[config.mk]
export PLATFORM = sky130hd
export DESIGN_NAME = sad_window_gen
export DESIGN_NICKNAME = d
export VERILOG_FILES = /design/src/rtl/sad_window_gen.sv
export SDC_FILE = /design/constraint.sdc
export NUM_CORES = 1
export LEC_CHECK = 0
export CORE_ASPECT_RATIO = 1.25
export CORE_MARGIN = 4
export CORE_UTILIZATION = 56
export CTS_CLUSTER_DIAMETER = 50
export DETAILED_ROUTE_END_ITERATION = 6
export PLACE_DENSITY = 0.78
export REMOVE_ABC_BUFFERS = 1
export SLEW_MARGIN = 20
export SYNTH_ARGS = -nofsm -noshare
export SYNTH_HDL_FRONTEND = slang
export SYNTH_SLANG_ARGS = --single-unit
[constraint.sdc]
create_clock -name clk -period 3.91 [get_ports clk]
set_input_delay 0.391 -clock clk [delete_from_list [all_inputs] [get_ports clk]]
set_output_delay 0.391 -clock clk [all_outputs]
set_load 0.02 [all_outputs]
[src/rtl/sad_window_gen.sv]
// Streaming WIN x WIN window generator for the SAD disparity datapath.
// Optional SAD_WINGEN_COORD_EN adds window-centre coordinate outputs m_col/m_row.
module sad_window_gen #(
    parameter int WIN   = 3,
    parameter int PIX_W = 8,
    parameter int IMG_W = 64,
    parameter int IMG_H = 64,
    localparam int WIN_SIZE = WIN * WIN
) (
    input  logic                      clk,
    input  logic                      rst_n,
    input  logic                      s_valid,
    output logic                      s_ready,
    input  logic [PIX_W-1:0]          s_pixel,
    output logic                      m_valid,
    input  logic                      m_ready,
    output logic [WIN_SIZE*PIX_W-1:0] m_window,
    output logic                      m_last
`ifdef SAD_WINGEN_COORD_EN
    ,
    output logic [$clog2(IMG_W)-1:0]  m_col,
    output logic [$clog2(IMG_H)-1:0]  m_row
`endif
);

    localparam int CW   = $clog2(IMG_W);
    localparam int RW   = $clog2(IMG_H);
    localparam int HALF = (WIN - 1) / 2;

    localparam logic [CW-1:0] COL_LAST      = CW'(IMG_W - 1);
    localparam logic [CW-1:0] COL_FIRST_WIN = CW'(WIN - 1);
    localparam logic [RW-1:0] ROW_LAST      = RW'(IMG_H - 1);
    localparam logic [RW-1:0] ROW_FIRST_WIN = RW'(WIN - 1);

    logic [CW-1:0] col;
    logic [RW-1:0] row;
    logic          accept;
    logic          win_done;
    logic          frame_last;

    // line_buf[0] holds the previous line, line_buf[WIN-2] the oldest one.
    logic [PIX_W-1:0] line_buf [WIN-1][IMG_W];
    logic [PIX_W-1:0] win_q    [WIN][WIN];
    logic [PIX_W-1:0] win_d    [WIN][WIN];
    logic [PIX_W-1:0] tap      [WIN];
    logic [WIN_SIZE*PIX_W-1:0] win_flat;

    assign s_ready    = !m_valid || m_ready;
    assign accept     = s_valid && s_ready;
    assign win_done   = (row >= ROW_FIRST_WIN) && (col >= COL_FIRST_WIN);
    assign frame_last = (row == ROW_LAST) && (col == COL_LAST);

    // NOTE: every variable gets a value on every path through this block, so no latch is inferred.
    always_comb begin
        win_flat     = '0;
        tap[WIN-1]   = s_pixel;
        for (int r = 0; r < WIN - 1; r++) begin
            tap[r] = line_buf[WIN-2-r][col];
        end
        for (int r = 0; r < WIN; r++) begin
            for (int c = 0; c < WIN - 1; c++) begin
                win_d[r][c] = win_q[r][c+1];
            end
            win_d[r][WIN-1] = tap[r];
        end
        for (int r = 0; r < WIN; r++) begin
            for (int c = 0; c < WIN; c++) begin
                win_flat[(r*WIN+c)*PIX_W +: PIX_W] = win_d[r][c];
            end
        end
    end

    // NOTE: sequential state uses non-blocking assignments so all registers update from pre-edge values.
    always_ff @(posedge clk or negedge rst_n) begin
        if (!rst_n) begin
            col <= '0;
            row <= '0;
        end else if (accept) begin
            if (col == COL_LAST) begin
                col <= '0;
                row <= (row == ROW_LAST) ? '0 : row + RW'(1);
            end else begin
                col <= col + CW'(1);
            end
        end
    end

    // NOTE: line buffers and the shift array are not reset; the counters alone decide when their contents are valid.
    always_ff @(posedge clk) begin
        if (accept) begin
            line_buf[0][col] <= s_pixel;
            for (int i = 1; i < WIN - 1; i++) begin
                line_buf[i][col] <= line_buf[i-1][col];
            end
            for (int r = 0; r < WIN; r++) begin
                for (int c = 0; c < WIN; c++) begin
                    win_q[r][c] <= win_d[r][c];
                end
            end
        end
    end

    // One-deep output register; payload only changes when a new window loads.
    always_ff @(posedge clk or negedge rst_n) begin
        if (!rst_n) begin
            m_valid  <= 1'b0;
            m_window <= '0;
            m_last   <= 1'b0;
`ifdef SAD_WINGEN_COORD_EN
            m_col    <= '0;
            m_row    <= '0;
`endif
        end else if (accept) begin
            m_valid <= win_done;
            if (win_done) begin
                m_window <= win_flat;
                m_last   <= frame_last;
`ifdef SAD_WINGEN_COORD_EN
                m_col    <= col - CW'(HALF);
                m_row    <= row - RW'(HALF);
`endif
            end
        end else if (m_ready) begin
            m_valid <= 1'b0;
        end
    end

endmodule

# Word level (Yosys, flattened, before mapping)

Memories as Yosys holds them, arrays and structs flattened.
Index checks and enable logic that the tools add are counted.

Flip-flop bits (word level): 86
Bits in writable memories: 1096
Bits of input ports: 12
Output and inout bits: 75
Memories: 2

Memory list:

| memory   | depth | bits a word | read ports | clocked after memory_dff | wr ports | line | source |
|---|---|---|---|---|---|---|---|
| line_buf | 2     | 512         | 2          | 0                        | 2        | 42   | `logic [PIX_W-1:0] line_buf [WIN-1][IMG_W];` |
| win_q    | 3     | 24          | 3          | 0                        | 3        | 43   | `logic [PIX_W-1:0] win_q [WIN][WIN];` |

Add/sub/neg operators: 2
$lt $le $gt $ge: 4
Equal/unequal tests: 2
Multiplexer cells: 15
Bitwise operators: 1
Reductions and logical operators: 9

Operator list:

| operator                                                                     | count |
|---|---|
| 512-bit 2-to-1 mux                                                           | 1 |
| 8-bit binary-select mux with 6-bit select                                    | 2 |
| 8-bit demux with 6-bit select                                                | 1 |
| 8-bit 2-to-1 mux                                                             | 5 |
| 6-bit by 1-bit adder with 6-bit output, second input constant                | 2 |
| 6-bit equality test, second input constant                                   | 2 |
| 6-bit by 2-bit >= comparator with 1-bit output, second input constant        | 2 |
| 6-bit 2-to-1 mux                                                             | 2 |
| 7-bit >= comparator, second input constant                                   | 1 |
| 7-bit by 1-bit less-than comparator with 1-bit output, second input constant | 1 |
| 6-bit inverter with 7-bit output                                             | 1 |
| 1-bit logical AND                                                            | 4 |
| 1-bit 2-to-1 mux                                                             | 4 |
| 2-bit AND reduction                                                          | 2 |
| 2-bit nonzero test                                                           | 1 |
| 1-bit logical NOT                                                            | 1 |
| 1-bit logical OR                                                             | 1 |

# Longest topological paths before layout

Gate-level depths: netlist of run 1.

Word-level depth: 6
Depth in mapped cells: 12
Mapped depth without buffers: 7

# Least setup slack after synthesis of run 1

No wires, ideal clock.

Kind: register to register
Start: reg m_valid
End: mem line_buf[0][1016] (netlist name), enable pin
Library setup time: 0.389 ns
Data arrival time: 3.886 ns
Required time: 3.521 ns
Setup slack: -0.365 ns
Stages on the path, launching flop included: 7
Path buffers: 2
Clock period less this slack: 4.275 ns
Path through: dfrtp_1 nand2b_1 and2_1 clkbuf_1 buf_1 nand2_1 nor2_1

RTL lines:

| element                | line | source |
|---|---|---|
| start, declared        | 15   | `output logic m_valid,` |
| start signal, assigned | 114  | `m_valid <= win_done;` |
| end, declared          | 42   |  |

==> key figures, run 1 <==
Synthesis
  – Post-Syn Area: 44,470 sq um
  – Seq/Total Area, Yosys: 0.7723
  – Post-synth ARST share: 0.07427
  – Dominant synthesized flop cell: edfxtp_1
  – Dominant cells by area after synthesis: edfxtp_1 (72%), dfrtp_1 (4.8%), mux2_2 (3.1%)
  – Synthesized area per cell: 17.56 sq um
  – Synth warn: 0
  – Post-synth EDFFs: 1,072
  – Mapped Cells: 2,532
  – Area leader, netlist: edfxtp_1
  – Post-synthesis cell type count: 70
  – Post-synth top area share: 0.7239
  – FF+latch count, synth: 1,158

STA
  – Fin crit share: 0.9939
  – Final slew viol count: 0
  – Slew margin rel.: 0.2233
  – Min Hold Slack: 0.2725 ns
  – Measured slew at the worst slew-check pin: 1.165 ns
  – Setup Skew: 0.03376 ns
  – Achievable Freq: 257.3 MHz
  – Final worst slack: 0.02381 ns
  – Final setup fails: 0
  – RSZ-0062 raised after global routing: false
  – Tmin final: 3.886 ns
  – Final hold violations: 0

Detailed routing
  – Via count: 27,930
  – Routed Antenna Nets: 0
  – DRC viols: 0
  – Routed wire length: 139,400 um
  – Post-DR vias/cell: 7.054
  – DRT iter0 DRCs: 4,651
  – DRT Pass-1 Iters: 6
  – DR WL/cell: 35.19 um

Placed design
  – Gpl congestion: 1.018
  – Pre-CTS WS: 0.03096 ns
  – Hpwl dp: 87,350 um
  – Placement Cell Area: 48,500 sq um
  – Port Buffers: 86

Clocking
  – Clk Tree Root Cell: clkbuf_16
  – Reg clk slew, reported paths: 0.06 ns
  – Clk sink count: 1,158
  – Num CTS Buffers: 105
  – Clock Tree Buf Depth: 3
  – CTS tree: yes
  – Post-CTS setup buffers: 0
  – H-tree Lvls: 3
  – Insertion delay to the later sink of the worst-skew pair: 0.70 ns

Cells and area
  – Most common cell after layout, fill and taps aside: edfxtp_1
  – Core Util, Final: 0.6616
  – Most frequent cells in the layout: edfxtp_1 (1,072), buf_4 (222), a22oi_1 (131), mux2_2 (124), a221oi_1 (120)
  – Area delta synth->final: 17.10%
  – Fill cells: 5,065
  – Layout cells sized above 1: 0.2158
  – Fin nets: 2,833
  – Final instance area: 52,070 sq um

Critical path
  – Crit start category: flip-flop
  – WP data required: 4.33 ns
  – Reg2Reg Depth: 8
  – Cells along the critical path: nor2b_4 > buf_12 > buf_4 > a22oi_1 > o22ai_1 > or4_1 > a211oi_1 > nand2_1
  – Setup CP Type: flip-flop to flip-flop
  – Worst-path maximum fanout: 40
  – Worst R2R Start: col[0]
  – CP max stage delay: 0.94 ns
  – Data arrival, critical path: 4.30 ns
  – Crit-path slowest cell: dfrtp_4
  – Reg2Reg Setup Slack: 0.02 ns
  – R2r endpoint: win_q[0][1]
  – Crit path capture type: flip-flop

Power
  – Clock power frac: 0.228
  – PD cells: 892.6 nW/um^2
  – Sequential Power Share: 0.386
  – Net switching share of the total power: 0.3734
  – Net switching power: 0.01735 W
  – Leakage: 17.55 nW
  – Combinational Power Share: 0.387
  – Total power: 0.04648 W
  – Pint: 0.02912 W
  – VDD IR-drop max: 0.0008986 V

GRT
  – First-pass GRT wire length: 197,800 um
  – Initial antenna violation count: 4
  – Largest net degree at the start of global routing: 68
  – Total grt overflow: 0
  – Gr usage total: 0.3295
  – Vias in the first global route: 27,490

Hold path
  – Hold Path Cell Cnt: 1
  – Hold Startpoint: s_pixel[7]
  – Worst min path class: input pin to flip-flop
  – WHS Endpoint: line_buf[0][167]

Floorplan
  – Die area: 84,010 sq um
  – Core area: 78,710 sq um
  – Site Rows: 115
  – Top Ports: 87
  – Height of the die: 323.1 um
  – Chip Width: 260.1 um
  – Initial Util: 0.5650

Outcome
  – Outcome: finished, final reports clean

Run
  – Max_cap viols: 0
==> repair_timing <==
action / in CTS / in global routing
endpoints found under the setup margin: 16 / 33
hold endpoints to repair: 71 / 0
hold buffers: 2 / 0
cloned: 0 / 0
resized for setup: 1 / 1
==> layout make-up <==
class / count / area, sq um / area share
inverter: 8 / 30.03 / 0.0005767
sequential: 1158 / 34350 / 0.6597
clock buffer: 129 / 2790 / 0.05358
antenna: 2 / 5.005 / 0.00009611
multi-input combinational: 1186 / 9343 / 0.1794
tap: 1053 / 1318 / 0.02530
timing repair buffer: 358 / 3478 / 0.06680
clock inverter: 66 / 754.5 / 0.01449
==> flip-flops by register name, indices dropped and copies added (netlist names) <==
signal,cells
col,6
line_buf,1024
m_last,1
m_valid,1
m_window,72
row,6
win_q,48
==> cells in the mapped netlist (all sizes together) (5+ instances only) <==
library cell	count
and3b	5
a21oi	38
xnor2	6
nand3	15
o22ai	60
nor2	120
o221ai	15
nand2	88
nor3b	8
edfxtp	1072
a22o	28
o211ai	12
buf	119
a211o	6
or3	6
clkbuf	61
inv	7
mux4	25
or2	5
o22a	16
o32ai	11
dfrtp	86
o21a	6
a211oi	19
a22oi	131
mux2	126
o2bb2ai	14
a2111oi	5
or4	5
o21ai	41
a221oi	120
a222oi	5
a31oi	21
and2	7
a221o	19
and3	6
nand2b	12
nor2b	7
mux2i	115
nor3	18
==> power by group through the flow <==
| stage | Clock (W) | Combinational, W | Sequential [W] |
|---|---|---|---|
| global placement | 0 | 0.0168 | 0.0181 |
| floorplan | 0 | 0.00696 | 0.0190 |
| CTS | 0.0106 | 0.0174 | 0.0179 |
| global route | 0.0111 | 0.0183 | 0.0180 |
| finish | 0.0106 | 0.0180 | 0.0179 |
| detailed placement | 0 | 0.0173 | 0.0181 |
==> cell families (layout without fill, tap and decap cells) <==
group,count (synthesis),after routing,share of synthesized area
compound gates,592,592,0.1013
xor+xnor,7,7,0.001379
fa+ha+maj,4,4,0.001125
buf+inv,188,561,0.02003
flops,1158,1158,0.7723
mux,266,266,0.07062
other cells,0,2,0
simple gates,317,317,0.03326
==> worst max-delay path, delay by kind of cell, from the launching register on <==
kind | cells | cell delay [ns]
simple gates | 3 | 1.06
flops | 1 | 0.94
buf+inv | 2 | 0.45
compound gates | 3 | 1.07
==> through the flow <==
step | TNS, ns | cells
after floorplan | -7974.99 | 2352
after global placement | 0 | 3761
after detailed placement | 0 | 3761
after CTS | 0 | 3958
after global routing | 0 | 3958
final | 0 | 3960
==> worst max-delay path by stage <==
stage	to	depth (start not counted)	slack, ns	startpoint
floorplan	m_window[44]	6	-7.52	col[1]
global placement	m_window[40]	9	0.10	col[0]
detailed placement	line_buf[0][763]	9	0.03	col[1]
CTS	m_window[40]	9	0.05	col[0]
global route	win_q[0][1]	8	0.006	col[0]
finish	win_q[0][1]	8	0.02	col[0]
==> per-layer routing <==
layer / wire [um] / track usage
met4: 11920 / 0.2220
met3: 18970 / 0.08128
met1: 44350 / 0.4141
met5: 38 / 0
met2: 64070 / 0.5123
(Power assumes the default switching activity.)
==> run 2: changes to the inputs <==
--- a/config.mk
+++ b/config.mk
@@ -11,7 +11,6 @@
 export CTS_CLUSTER_DIAMETER = 50
 export DETAILED_ROUTE_END_ITERATION = 6
 export PLACE_DENSITY = 0.78
-export REMOVE_ABC_BUFFERS = 1
 export SLEW_MARGIN = 20
 export SYNTH_ARGS = -nofsm -noshare
 export SYNTH_HDL_FRONTEND = slang
==> run 2 against run 1 <==
Sequential share of layout area about the same. Maximum frequency barely moved. Power increased by 0.33%. Die area unchanged. Clock skew fell by 0.0062 ns. Global-route usage grew 0.083 points. Register-to-register slack barely moved. Via count grew 0.11%. Clock power is essentially flat. Non-clock buffer count shrank 11. Routed wire length rose by 0.24%. Combinational power hardly changed. Critical path type unchanged. Critical endpoint is now line_buf[0][575].
==> key figures, run 2 (synthesized netlist as in run 1, its figures left out) <==
STA
  – Final hold violations: 0 (unchanged)
  – Fin crit share: 0.9945 (about the same)
  – Measured slew at the worst slew-check pin: 1.169 ns (+0.003625 ns)
  – Setup TNS: 0 ns (unchanged)
  – Final slew viol count: 0 (unchanged)
  – Final worst slack: 0.02135 ns (-0.002460 ns)
  – Final setup fails: 0 (unchanged)
  – Slew margin rel.: 0.2209 (-0.002416)
  – RSZ-0062 raised after global routing: false
  – Achievable Freq: 257.2 MHz (about the same)
  – Setup Skew: 0.02751 ns (-0.006241 ns)
  – Tmin final: 3.889 ns (+0.002460 ns)

Clocking
  – H-tree Lvls: 3 (unchanged)
  – Clk Tree Root Cell: clkbuf_16
  – CTS tree: yes
  – Clk sink count: 1,158 (unchanged)
  – Reg clk slew, reported paths: 0.06 ns (about the same)
  – Num CTS Buffers: 105 (unchanged)
  – Insertion delay to the later sink of the worst-skew pair: 0.69 ns (about the same)
  – Clock Tree Buf Depth: 3 (unchanged)

GRT
  – Initial antenna violation count: 6 (+2)
  – Largest net degree at the start of global routing: 84 (+24%)
  – First-pass GRT wire length: 198,300 um (+0.26%)
  – Met1 capacity usage during global routing: 0.4088 (-0.005311)
  – Met3 Usage GRT: 0.08778 (+0.006499)
  – Vias in the first global route: 27,520 (+0.11%)
  – Total grt overflow: 0 (unchanged)
  – GR Util met2: 0.5109 (-0.001467)
  – Gr usage total: 0.3303 (+0.0008266)
  – GRT Max-Usage Layer: met2

Placed design
  – Gpl congestion: 0.9851 (-3.2%)
  – Port Buffers: 86 (unchanged)
  – Placement Cell Area: 48,440 sq um (-0.12%)
  – Pre-CTS WS: 0.2711 ns (+0.2401 ns)
  – Hpwl dp: 87,340 um (about the same)

Critical path
  – Worst-path maximum fanout: 35 (-13%)
  – Buf/Inv on CP: 4 (+2)
  – Largest delay contributor family on the critical path: buffers and inverters
  – Cells along the critical path: buf_12 > nor2b_4 > buf_12 > o2bb2ai_1 > a221oi_1 > nor2_1 > nor4_1 > buf_4 > nand2_2 > buf_12
  – Data arrival, critical path: 4.28 ns (-0.02 ns)
  – Setup CP Type: flip-flop to flip-flop
  – CP most frequent cell: buf_12
  – Crit path capture type: flip-flop
  – WP data required: 4.31 ns (-0.02 ns)
  – Crit start category: flip-flop
  – CP max stage delay: 0.86 ns (-0.08 ns)
  – Reg2Reg Depth: 10 (+2)
  – Crit-path slowest cell: dfrtp_4
  – Worst path depth: 10 (+2)

Power
  – Total power: 0.04663 W (+0.33%)
  – PD cells: 895.7 nW/um^2 (+0.36%)
  – Leakage: 17.55 nW (about the same)
  – VDD IR-drop max: 0.0007795 V (-13%)

Synthesis
  – Syn Nets: 2,548

Floorplan
  – Initial Util: 0.5650 (unchanged)
  – Top Ports: 87 (unchanged)
  – Die area: 84,010 sq um (unchanged)
  – Chip Width: 260.1 um (unchanged)
  – Core area: 78,710 sq um (unchanged)
  – Height of the die: 323.1 um (unchanged)
  – Site Rows: 115 (unchanged)

Cells and area
  – Area delta synth->final: 17.07% (about the same)
  – Layout cells sized above 1: 0.2152 (-0.0006361)
  – Most frequent cells in the layout: edfxtp_1 (1,072), buf_4 (207), a22oi_1 (131), mux2_2 (124), a221oi_1 (120)
  – Most common cell after layout, fill and taps aside: edfxtp_1
  – Largest reg by FF count: line_buf
  – Fin nets: 2,822 (-0.39%)
  – Ant diodes: 0 (-2)
  – Final instance area: 52,060 sq um (about the same)
  – Fill cells: 4,994 (-1.4%)
  – FF+latch area: 34,350 sq um (unchanged)
  – Top flop regs: line_buf: 1024 flops, m_window: 72 flops, win_q: 48 flops
  – Area of the multi-input gates: 9333 sq um (-0.11%)
  – Largest register FFs: 1,024 (unchanged)

Detailed routing
  – Post-DR vias/cell: 7.083 (+0.42%)
  – Routed Antenna Nets: 0 (unchanged)
  – Routed wire length: 139,700 um (+0.24%)
  – DRT iter0 DRCs: 4,542 (-2.3%)
  – Via count: 27,960 (+0.11%)
  – DRT Pass-1 Iters: 6 (unchanged)
  – DR WL/cell: 35.38 um (+0.54%)
  – DRC viols: 0 (unchanged)

Run
  – Max_cap viols: 0 (unchanged)

Hold path
  – Worst min path class: input pin to async pin

Outcome
  – Outcome: finished, final reports clean
## run 2: worst paths after layout
path	startpoint	to	slack, ns
setup / recovery	col[1]	line_buf[0][575]	0.02
hold / removal	rst_n	m_window[0]	0.36
setup reg to reg	col[1]	line_buf[0][575]	0.02
hold reg to reg	win_q[1][7]	win_q[1][15]	0.44
max in group asynchronous	rst_n	m_window[38]	2.62
min in group clk	s_pixel[5]	line_buf[0][245]	0.36
## run 2: power by group
group          internal (W)  switching [W]
Combinational       0.00607         0.0120
Sequential           0.0172       0.000781
Clock               0.00606        0.00456
Total                0.0293         0.0173
## run 2: layout make-up
cell class	instances	share of cell area
sequential	1158	0.6599
multi-input combinational	1186	0.1793
timing repair buffer	347	0.06653
clock buffer	131	0.05617
tap	1053	0.02531
clock inverter	65	0.01226
inverter	8	0.0005768
## run 2: repair_timing
action	in CTS	in global routing
setup buffers	0	1
endpoints found under the hold margin	55	0
resized for setup	0	0
hold buffers	1	0
setup endpoints to repair	0	1
## run 2: per-stage QoR
stage / util / hold WS (ns) / std cells
floorplan: - / 0.09541 / 2532
global placement: 0.6155 / 0.4239 / 3749
detailed placement: 0.6155 / 0.4279 / 3749
CTS: 0.6608 / 0.3320 / 3946
global route: 0.6614 / 0.3465 / 3948
finish: 0.6614 / 0.3577 / 3948
## run 2: metal layers
layer / vias up / wire [um]
met4: 4 / 12480
li1: 10930 / -
met2: 2686 / 63520
met5: - / 28
met3: 656 / 19890
met1: 13690 / 43770
